===== src/rtl/nav_pkg.sv =====
// rtl/nav_pkg.sv - motion-state codes shared by the navigation controller and the motor driver
package nav_pkg;

  localparam int STATE_W = 4;

  typedef enum logic [STATE_W-1:0] {
    ST_IDLE    = 4'd0,
    ST_RIGHT   = 4'd1,
    ST_LEFT    = 4'd2,
    ST_FORWARD = 4'd3,
    ST_SETUP   = 4'd4,
    ST_REVERSE = 4'd5,
    ST_OFF     = 4'd8
  } state_e;

  function automatic int max3(input int a, input int b, input int c);
    int m;
    m = (a > b) ? a : b;
    return (m > c) ? m : c;
  endfunction

endpackage


===== src/rtl/sensor_filter.sv =====
// rtl/sensor_filter.sv - 2-flop synchroniser plus stability filter for one asynchronous input bit
module sensor_filter #(
  parameter int FILT_LEN = 4
) (
  input  logic clk,
  input  logic rst,
  input  logic din,
  output logic dout
);

  localparam int CW = $clog2(FILT_LEN + 1);

  logic          meta_q, sync_q;
  logic          filt_q, filt_d;
  logic [CW-1:0] cnt_q, cnt_d;

  // Counter only runs while the synced bit disagrees with the filtered bit.
  always_comb begin
    filt_d = filt_q;
    cnt_d  = '0;
    if (sync_q != filt_q) begin
      if (cnt_q == CW'(FILT_LEN - 1)) begin
        filt_d = sync_q;
      end else begin
        cnt_d = cnt_q + 1'b1;
      end
    end
  end

  always_ff @(posedge clk or posedge rst) begin
    if (rst) begin
      meta_q <= 1'b0;
      sync_q <= 1'b0;
      filt_q <= 1'b0;
      cnt_q  <= '0;
    end else begin
      meta_q <= din;
      sync_q <= meta_q;
      filt_q <= filt_d;
      cnt_q  <= cnt_d;
    end
  end

  assign dout = filt_q;

endmodule


===== src/rtl/nav_fsm_param.sv =====
// rtl/nav_fsm_param.sv - robot navigation FSM: filtered sensors, timed reverse escape, alternating search sweep
module nav_fsm_param
  import nav_pkg::*;
#(
  parameter int START_DELAY    = 1000000,
  parameter int FILT_LEN       = 4,
  parameter int REV_CYCLES     = 200000,
  parameter int SEARCH_TIMEOUT = 2000000
) (
  input  logic               clk,
  input  logic               rst,
  input  logic               on,
  input  logic               LF,
  input  logic               RF,
  input  logic               LB,
  input  logic               RB,
  input  logic               U,
  output logic [STATE_W-1:0] estado,
  output logic               dir,
  output logic               flip
);

  localparam int TMAX = max3(START_DELAY, REV_CYCLES, SEARCH_TIMEOUT);
  localparam int TW   = $clog2(TMAX) + 1;

  logic [5:0] raw, filt;
  logic       on_f, lf_f, rf_f, u_f, front, back;

  assign raw = {U, RB, LB, RF, LF, on};

  for (genvar i = 0; i < 6; i++) begin : g_filt
    sensor_filter #(.FILT_LEN(FILT_LEN)) u_filt (
      .clk (clk),
      .rst (rst),
      .din (raw[i]),
      .dout(filt[i])
    );
  end

  assign on_f  = filt[0];
  assign lf_f  = filt[1];
  assign rf_f  = filt[2];
  assign u_f   = filt[5];
  assign front = filt[1] | filt[2];
  assign back  = filt[3] | filt[4];

  state_e        st_q, st_d;
  logic [TW-1:0] tmr_q, tmr_d;
  logic          dir_q, dir_d;
  logic          flip_q, flip_d;

  always_comb begin
    st_d   = st_q;
    tmr_d  = tmr_q;
    dir_d  = dir_q;
    flip_d = 1'b0;
    if (st_q != ST_OFF && !on_f) begin
      st_d = ST_OFF;
    end else begin
      case (st_q)
        ST_OFF: if (on_f) st_d = ST_SETUP;
        ST_SETUP: begin
          if (tmr_q == TW'(START_DELAY - 1)) st_d = ST_IDLE;
          else tmr_d = tmr_q + 1'b1;
        end
        ST_IDLE: begin
          if (front)    st_d = ST_REVERSE;
          else if (u_f) st_d = ST_FORWARD;
          else          st_d = dir_q ? ST_LEFT : ST_RIGHT;
        end
        ST_FORWARD: begin
          if (front)     st_d = ST_REVERSE;
          else if (!u_f) st_d = ST_IDLE;
        end
        ST_REVERSE: begin
          if (back || tmr_q == TW'(REV_CYCLES - 1)) st_d = ST_IDLE;
          else tmr_d = tmr_q + 1'b1;
        end
        ST_RIGHT, ST_LEFT: begin
          if (front)    st_d = ST_REVERSE;
          else if (u_f) st_d = ST_FORWARD;
          else if (tmr_q == TW'(SEARCH_TIMEOUT - 1)) begin
            st_d   = (st_q == ST_RIGHT) ? ST_LEFT : ST_RIGHT;
            dir_d  = !dir_q;
            flip_d = 1'b1;
          end else begin
            tmr_d = tmr_q + 1'b1;
          end
        end
        default: st_d = ST_OFF;
      endcase
    end
    // Escape direction: turn away from the side that saw the edge.
    if (st_d == ST_REVERSE && st_q != ST_REVERSE) begin
      if (rf_f && !lf_f)      dir_d = 1'b1;
      else if (lf_f && !rf_f) dir_d = 1'b0;
      else if (lf_f && rf_f)  dir_d = !dir_q;
    end
    if (st_d != st_q) tmr_d = '0;
  end

  always_ff @(posedge clk or posedge rst) begin
    if (rst) begin
      st_q   <= ST_OFF;
      tmr_q  <= '0;
      dir_q  <= 1'b0;
      flip_q <= 1'b0;
    end else begin
      st_q   <= st_d;
      tmr_q  <= tmr_d;
      dir_q  <= dir_d;
      flip_q <= flip_d;
    end
  end

  assign estado = st_q;
  assign dir    = dir_q;
  assign flip   = flip_q;

endmodule


===== config.mk =====
export PLATFORM = sky130hd
export DESIGN_NAME = nav_fsm_param
export DESIGN_NICKNAME = d
export VERILOG_FILES = /design/src/rtl/nav_pkg.sv /design/src/rtl/sensor_filter.sv /design/src/rtl/nav_fsm_param.sv
export SDC_FILE = /design/constraint.sdc
export NUM_CORES = 1
export LEC_CHECK = 0
export CAP_MARGIN = 20
export CELL_PAD_IN_SITES_DETAIL_PLACEMENT = 0
export CELL_PAD_IN_SITES_GLOBAL_PLACEMENT = 1
export CORE_MARGIN = 2
export CORE_UTILIZATION = 25
export CTS_CLUSTER_DIAMETER = 100
export DETAILED_ROUTE_END_ITERATION = 8
export GPL_TIMING_DRIVEN = 0
export MAX_ROUTING_LAYER = met4
export PLACE_DENSITY_LB_ADDON = 0.15
export SYNTH_ARGS = -nofsm -noshare
export SYNTH_HDL_FRONTEND = slang
export SYNTH_SLANG_ARGS = --single-unit
export TNS_END_PERCENT = 5

===== constraint.sdc =====
create_clock -name clk -period 5.3 [get_ports clk]
set_input_delay 1.06 -clock clk [delete_from_list [all_inputs] [get_ports clk]]
set_output_delay 1.06 -clock clk [all_outputs]
set_load 0.02 [all_outputs]

==> results.cfg, run 1 <==
[power_and_ir_drop]
p_per_area_mw_per_mm2 = 456.6
ir_drop_uv = 139.5
p_leak_nw = 1.514
power_mw = 1.831

[worst_setup_path]
worstReg2RegEnd = tmr_q[2]
cp-start-kind = flip-flop
cp.arrival_ps = 2790
crit_path_start = tmr_q[0]
end_kind = flip-flop
timing.rr.start = tmr_q[0]
crit_fanout = 10
worstRegToRegCells = 8
regToRegSetupSlack_ps = 2720
critPathKind = reg -> reg
critical_path_required_ps = 5510
crit_end = tmr_q[2]

[placement]
routabilityCongestion = 0.7719
dp_slack_ps = 2684
portBuffers = 13
place.detailed.hpwl_mm = 5.137

[sta]
hold_violations = 0
postLayoutSetupSlackWorst_ps = 2722
tns_ps = 0
setup_viol = 0
drv_slew = 0
rsz0062_at_grt = false
worst_pin_slew_ps = 801.4
slew_headroom_pct = 46.58
fmaxAchievable_ghz = 0.3879
skew_ps = 6.679
fin_crit_sh_pct = 48.64
min_period_ps = 2578

[synthesis]
yosysSeqAreaShare_pct = 48.03
synth_ff_type = dfrtp_1
ys.warnings.count = 0
synthCells = 308
ys_ff_latch = 64
synth_edf_count = 0
syn_nets = 323
async_reset_ff_share_pct = 100.0
avgSynthCellArea_sq_um = 10.83
synth_area_sq_mm = 0.003337
synth_cell_types = 63

[detailed_routing]
drt-pass1-iter-count = 4
vias_per_cell = 4.823
drc = 0
wl_per_cell_um = 14.67
drt_iter0_drc = 117
wl_mm = 7.528
routed-via-count = 2474
postRouteAntennaNets = 0

[outcome]
status = complete, no violations

[cts]
htreeDepth = 3
cts_buffers = 9
insertion_delay_ps = 340
cts_tree = built
clock_path_buffers = 2
cts_setup_buffers = 0
ctsRootBufferMaster = clkbuf_16
hold_buffers = 0
clk_pin_slew_ps = 60
clock_sinks = 64
ctsResizeCount = 0

[die]
start_util_pct = 25.40
die_w_um = 119.5
core_area_sq_mm = 0.01314
dieArea_sq_mm = 0.01429
die_y_um = 119.5
rows = 42
io_pins = 14

[flow_run]
cap_violations = 0

[hold_path]
hold_path.class = reg -> reg

[global_route]
antenna_found_initial = 0
grt.total_usage_pct = 12.06
gr-total-overflow = 0
grt_pass1_wl_mm = 12.97
grt_max_degree = 65
grt_pass1_vias = 2464

[finish]
drive_above_1_share_pct = 19.88
num_antenna_cells = 0
nets = 347
syn2layout_area_growth_pct = 20.21
==> cell usage after synthesis, types with 8 or more instances <==
cell type / number / share of area (%)
nand2_1: 12 / 1.3
xnor2_1: 8 / 2.1
a21oi_1: 21 / 3.1
nand3_1: 15 / 2.2
o21ai_0: 18 / 2.7
dfrtp_1: 63 / 47
nor3_1: 8 / 1.2
or3_1: 13 / 2.4
nor3b_1: 13 / 2.9
o31ai_1: 9 / 2.0
or4_1: 8 / 1.8
==> metrics by stage <==
stage	hold slack, ps	area [sq um]	utilization (%)	std cells
after floorplan	331.2	3337	-	308
after global placement	332.4	3687	28.07	497
after detailed placement	334.7	3690	28.09	497
after CTS	347.1	4011	30.53	513
after global routing	358.6	4011	30.53	513
final	346.9	4011	30.53	513
==> kinds of logic after synthesis <==
| logic type | synth area share (%) |
|---|---|
| mux | 2.362 |
| compound gates | 15.22 |
| simple gates | 24.75 |
| flops | 48.03 |
| xor+xnor | 2.100 |
| fa+ha+maj | 2.625 |
| buf+inv | 4.912 |
==> flip-flops by register name, indices dropped and copies added, names as in the netlist <==
register / cells
tmr_q: 22
g_filt.u_filt.cnt_q: 18
g_filt.u_filt.dout: 6
g_filt.u_filt.meta_q: 6
g_filt.u_filt.sync_q: 6
estado: 4
dir: 1
flip: 1
==> power by group <==
part | switching [mW] | leakage, nW | total (mW) | internal [mW]
clock | 0.218 | 0.158 | 0.640 | 0.421
combinational | 0.334 | 0.522 | 0.565 | 0.232
sequential | 0.0564 | 0.835 | 0.627 | 0.570
total | 0.608 | 1.51 | 1.83 | 1.22
==> critical path, cell delays in order (launching register included) <==
cell and delay (ps):
dfrtp_1 400, ha_1 310, and3b_4 270, nand4_1 170
nor2_1 280, a31oi_1 130, o311ai_2 470, buf_2 340
a21oi_1 60
==> cell usage in the layout, fill, tap and decap left out, types with 4 or more instances in the layout <==
cell type        count
dfrtp_1             63
a21oi_1             21
o21ai_0             18
nand3_1             15
or3_1               13
nor3b_1             13
clkdlybuf4s50_1     13
nand2_1             12
o31ai_1              9
clkbuf_16            9
nor3_1               8
xnor2_1              8
or4_1                8
buf_6                7
mux2_2               7
nor2_1               7
ha_1                 7
nand4_1              6
a21oi_2              6
inv_1                5
buf_2                5
nand2b_1             5
clkbuf_1             4
==> metal layers <==
metal	GRT usage, %	vias up	wire length (um)
met3	3.612	16	289
met5	-	-	0
met1	15.87	1212	3807
met4	6.029	0	208
li1	-	1207	-
met2	16.79	39	3222
==> worst min path at each step <==
stage,from,end,slack [ps],cells past startpoint
2_1_floorplan,g_filt[0].u_filt.meta_q,g_filt[0].u_filt.sync_q,330,0
3_3_place_gp,g_filt[1].u_filt.meta_q,g_filt[1].u_filt.sync_q,330,0
3_5_place_dp,g_filt[3].u_filt.meta_q,g_filt[3].u_filt.sync_q,330,0
4_1_cts,g_filt[5].u_filt.meta_q,g_filt[5].u_filt.sync_q,350,0
5_1_grt,g_filt[3].u_filt.meta_q,g_filt[3].u_filt.sync_q,360,0
6_report,g_filt[1].u_filt.meta_q,g_filt[1].u_filt.sync_q,350,0
==> cell type report <==
type / count / area, sq um
Fill cell: 1376 / 9126
Sequential cell: 64 / 1603
Multi-Input combinational cell: 219 / 1570
Clock buffer: 10 / 239.0
Tap cell: 176 / 220.2
Buffer: 19 / 141.4
Timing Repair Buffer: 13 / 130.1
Clock inverter: 6 / 82.58
Inverter: 6 / 25.02
Note: power is estimated with default switching activity, not from simulation.
==> run 2, diff against run 1 <==
Clock period 5.3 ns to 2.1 ns, I/O delays scaled along.
==> run 2 against run 1 <==
Effect of this change: the run now ends with setup timing left; register-to-register slack worse by 2800 ps; final cell count increased by 6.2%; fmax grew 16%; clock-buffer cell count unchanged; critical path depth increased by 2; sequential power grew to 2.5 times the previous value; non-clock buffer count grew 32; sequential share of layout area fell by 4.8 points; worst hold slack got worse by 1.9 ps; largest cell class is now multi-input combinational cells; highest routed layer unchanged.
==> results.cfg, run 2 (synthesized netlist as in run 1, its figures left out) <==
[worst_setup_path]
path_cells = buf_6, nor3_4, buf_6, o31ai_4, a32o_2, a311oi_2, o311ai_4, buf_12, buf_4, a21oi_1
cp-start-kind = flip-flop
end_kind = flip-flop
crit_fanout = 6
cp.arrival_ps = 2490
critPathKind = reg -> reg
crit_top_cell = buf_6
critical_path_required_ps = 2370
max_stage_delay_ps = 370
crit_slowest_cell = dfrtp_1

[detailed_routing]
drt_iter0_drc = 88
drc = 0
routed-via-count = 2626
wl_mm = 8.354
postRouteAntennaNets = 0
drt-pass1-iter-count = 4
wl_per_cell_um = 15.33
vias_per_cell = 4.818

[sta]
skew_ps = 9.448
fmaxAchievable_ghz = 0.4493
postLayoutSetupSlackWorst_ps = -125.5
min_period_ps = 2226
holdWs_ps = 345.0
slew_headroom_pct = 47.85
fin_crit_sh_pct = 106.0
tns_ps = -2357
setup_viol = 23
rsz0062_at_grt = true
hold_violations = 0
worst_pin_slew_ps = 780.6
drv_slew = 0

[cts]
clock_path_buffers = 2
hold_buffers = 0
clock_sinks = 64
insertion_delay_ps = 340
htreeDepth = 3
cts_buffers = 9
ctsRootBufferMaster = clkbuf_16
cts_tree = built
clk_pin_slew_ps = 60

[finish]
nets = 379
layout_commonest_cell = dfrtp_1
drive_above_1_share_pct = 39.02
num_antenna_cells = 0
reg_top3 = tmr_q: 22 flops, g_filt.u_filt.cnt_q: 18 flops
largest_register_ffs = 22
final_cell_mix = dfrtp_1 (54), buf_4 (25), a21oi_2 (18), o21ai_0 (17), buf_6 (15)
postLayoutCellArea_sq_mm = 0.004596
final_cells = 545
syn2layout_area_growth_pct = 37.72
largest-register = tmr_q

[die]
core_area_sq_mm = 0.01314
die_y_um = 119.5
start_util_pct = 25.40
die_w_um = 119.5
rows = 42
dieArea_sq_mm = 0.01429
io_pins = 14

[outcome]
status = finished, violations left
violations = setup timing

[global_route]
grt_pass1_vias = 2606
antenna_found_initial = 0
gr-total-overflow = 0
grt.total_usage_pct = 12.66
grt_pass1_wl_mm = 13.65
grt_max_degree = 34

[placement]
dp_cells = 498
routabilityCongestion = 0.7543
placed_cell_area_sq_mm = 0.003715
place.detailed.hpwl_mm = 5.168
portBuffers = 13

[flow_run]
cap_violations = 0

[power_and_ir_drop]
power_mw = 5.063
p_per_area_mw_per_mm2 = 1102
ir_drop_uv = 356.9
p_leak_nw = 1.731

[hold_path]
hold_path.class = reg -> reg
run 2: cell count changes in the layout (fill, tap and decap cells not counted), moves of 8 or more:
cell / change
a21oi_1: -12
a21oi_2: +12
buf_4: +22
buf_6: +8
dfrtp_1: -9
dfrtp_2: +9
run 2: what timing repair did:
action,CTS,global route
pin swaps,31,17
gates resized for setup,36,48
buffers inserted,21,9
cloned,3,1
endpoints found under the setup margin,23,23
run 2: worst paths after layout:
check / startpoint / endpoint / slack, ps / cells after the start
max reg2reg: g_filt[2].u_filt.dout / tmr_q[21] / -130 / 10
min in group asynchronous: rst / g_filt[3].u_filt.sync_q / 570 / 2
min: g_filt[5].u_filt.meta_q / g_filt[5].u_filt.sync_q / 350 / 0
max: g_filt[2].u_filt.dout / tmr_q[21] / -130 / 10
max in group asynchronous: rst / estado[3] / 870 / 3
min reg2reg: g_filt[5].u_filt.meta_q / g_filt[5].u_filt.sync_q / 350 / 0
run 2: critical path: cells and delay by family, from the launching register on:
kind / cells / cell delay (ps)
flops: 1 / 370
buf+inv: 4 / 590
simple gates: 1 / 280
compound gates: 5 / 920
run 2: area by class of cell:
| type | count | area (sq um) |
|---|---|---|
| buffer | 19 | 193.9 |
| multi-input combinational | 219 | 1822 |
| clock buffer | 10 | 239.0 |
| sequential | 64 | 1614 |
| timing repair buffer | 45 | 436.7 |
| fill | 1314 | 8542 |
| clock inverter | 6 | 43.79 |
| tap | 176 | 220.2 |
| inverter | 6 | 26.28 |
run 2: layer usage:
| layer | up-vias | part of all wire, % | track usage [%] |
|---|---|---|---|
| met1 | 1310 | 48 | 15.56 |
| met2 | 31 | 47 | 19.46 |
| met4 | 0 | 2.1 | 5.588 |
| met3 | 13 | 3.1 | 3.565 |
| met5 | - | 0 | - |
| li1 | 1272 | - | - |
run 2: power breakdown:
| group | internal, mW | switching (mW) | leakage, nW |
|---|---|---|---|
| registers | 1.44 | 0.154 | 0.820 |
| logic | 0.983 | 1.07 | 0.772 |
| clock network | 0.834 | 0.577 | 0.139 |
| total | 3.26 | 1.80 | 1.73 |
run 2: metrics by stage:
stage	util, %	worst slack, ps
detailed placement	28.28	-477.6
finish	34.98	-125.5
floorplan	-	-33.77
CTS	33.11	-119.9
global route	34.98	-195.7
global placement	28.12	-496.0
==> run 3, diff against run 2 <==
Settings changed: SETUP_SLACK_MARGIN set to 0.2.
==> run 3 against run 2 <==
Effect of this change: global-route usage decreased by 0.28 points; the flow still finishes with violations (setup timing); critical endpoint is now tmr_q[11]; die area unchanged; largest cell class unchanged; critical path depth decreased by 1; via count decreased by 3.1%; combinational power decreased by 23%; design area decreased by 6.6%; first-iteration DRC count increased by 57%.
==> results.cfg, run 3 (synthesized netlist as in run 1, its figures left out) <==
[outcome]
status = finished, violations left
violations = setup timing

[sta]
skew_ps = 4.836
rsz0062_at_grt = true
hold_violations = 0
worst_pin_slew_ps = 659.8
postLayoutSetupSlackWorst_ps = -200.2
min_period_ps = 2300
drv_slew = 0
fmaxAchievable_ghz = 0.4347
fin_crit_sh_pct = 109.5
slew_headroom_pct = 55.92
tns_ps = -2757
holdWs_ps = 343.2
setup_viol = 23

[power_and_ir_drop]
p_per_area_mw_per_mm2 = 1088
ir_drop_uv = 463.6
p_leak_nw = 1.602

[die]
dieArea_sq_mm = 0.01429
core_area_sq_mm = 0.01314
die_y_um = 119.5
rows = 42
io_pins = 14
die_w_um = 119.5
start_util_pct = 25.40

[detailed_routing]
postRouteAntennaNets = 0
wl_per_cell_um = 15.28
drc = 0
routed-via-count = 2544
wl_mm = 8.066
vias_per_cell = 4.818
drt_iter0_drc = 138
drt-pass1-iter-count = 4

[worst_setup_path]
max_stage_delay_ps = 450
regToRegSetupSlack_ps = -200
crit_slowest_cell = or4_4
cp.arrival_ps = 2560
worstRegToRegCells = 9
worst_path_dominant_cell_family = simple AND/OR/NAND/NOR gates
cp-start-kind = flip-flop
path_cells = ha_4, and3b_4, nand4_4, o32ai_4, buf_4, or4_4, buf_6, or3_1, a21oi_2
worstReg2RegEnd = tmr_q[11]
critical_path_required_ps = 2360
timing.rr.start = tmr_q[0]
critPathKind = reg -> reg
cp_num_buf_inv = 2
crit_fanout = 5
end_kind = flip-flop

[finish]
reg_top3 = tmr_q: 22 flops, g_filt.u_filt.cnt_q: 18 flops
num_antenna_cells = 0
largest_register_ffs = 22
syn2layout_area_growth_pct = 28.57
final_cell_mix = dfrtp_1 (56), a21oi_1 (19), buf_4 (17), o21ai_0 (17), nand3_1 (14)
postLayoutCellArea_sq_mm = 0.004290
fillCellCount = 1334
nets = 362
layout_commonest_cell = dfrtp_1
largest-register = tmr_q
drive_above_1_share_pct = 30.40

[global_route]
grt_max_degree = 38
grt_pass1_vias = 2524
grt_pass1_wl_mm = 13.46
gr-total-overflow = 0
antenna_found_initial = 0
grt.total_usage_pct = 12.38

[hold_path]
whs_endpoint = g_filt[3].u_filt.sync_q
hold_path.class = reg -> reg
hold_depth = 0
hp-start = g_filt[3].u_filt.meta_q

[placement]
place.detailed.hpwl_mm = 5.359
routabilityCongestion = 0.7544
placed_cell_area_sq_mm = 0.003721
portBuffers = 13

[cts]
cts_buffers = 9
clock_path_buffers = 2
insertion_delay_ps = 340
clock_sinks = 64
clk_pin_slew_ps = 60
htreeDepth = 3
ctsRootBufferMaster = clkbuf_16
cts_tree = built

[flow_run]
cap_violations = 0
[run 3: cell count changes in the layout (fill, tap and decap cells not counted), sizes merged]
cell | previous run | this run
buf | 47 | 29
bufinv | 0 | 1
clkdlybuf4s50 | 13 | 12
clkinvlp | 2 | 3
dlygate4sd2 | 0 | 1
inv | 6 | 5
[run 3: routing by layer]
| layer | GRT usage, % | part of all wire [%] | vias to the layer above |
|---|---|---|---|
| met5 | - | 0 | - |
| met4 | 6.176 | 2.1 | 0 |
| met3 | 2.329 | 2.5 | 12 |
| met2 | 18.71 | 47 | 40 |
| met1 | 15.93 | 48 | 1251 |
| li1 | - | - | 1241 |
[run 3: how the worst max path moves through the flow]
stage,from,cells past startpoint,to,slack [ps]
after floorplan,tmr_q[1],8,tmr_q[15],-4
after global placement,tmr_q[11],7,tmr_q[8],-470
after detailed placement,tmr_q[0],8,tmr_q[20],-480
after CTS,tmr_q[0],9,tmr_q[17],-180
after global routing,tmr_q[0],9,tmr_q[11],-270
final,tmr_q[0],9,tmr_q[11],-200
[run 3: what timing repair did]
item,4_1_cts,5_1_grt
endpoints found under the setup margin,27,26
hold endpoints to repair,0,0
hold buffers,0,0
gates cloned,1,0
resized for setup,14,29
setup buffers,10,3
pin swaps,12,13
[run 3: cell type report]
type / instances / area, sq um / share of cell area [%]
clock buffer: 9 / 225.2 / 5.249
inverter: 6 / 26.28 / 0.6124
buffer: 19 / 170.2 / 3.966
sequential: 64 / 1612 / 37.56
clock inverter: 7 / 72.57 / 1.691
multi-input combinational: 219 / 1710 / 39.87
timing repair buffer: 28 / 254.0 / 5.920
tap: 176 / 220.2 / 5.133
[run 3: where the power goes]
part | leakage (nW) | switching (mW) | internal [mW]
sequential | 0.823 | 0.153 | 1.44
combinational | 0.638 | 0.894 | 0.689
clock | 0.141 | 0.572 | 0.917
[run 3: through the flow]
| step | instances | total power, mW | setup WS, ps | util, % |
|---|---|---|---|---|
| floorplan | 308 | 2.641 | -4.007 | - |
| global placement | 497 | 3.043 | -471.5 | 28.17 |
| detailed placement | 498 | 3.061 | -475.8 | 28.32 |
| CTS | 525 | 4.685 | -179.5 | 31.75 |
| global route | 528 | 4.943 | -269.9 | 32.66 |
| finish | 528 | 4.666 | -200.2 | 32.66 |
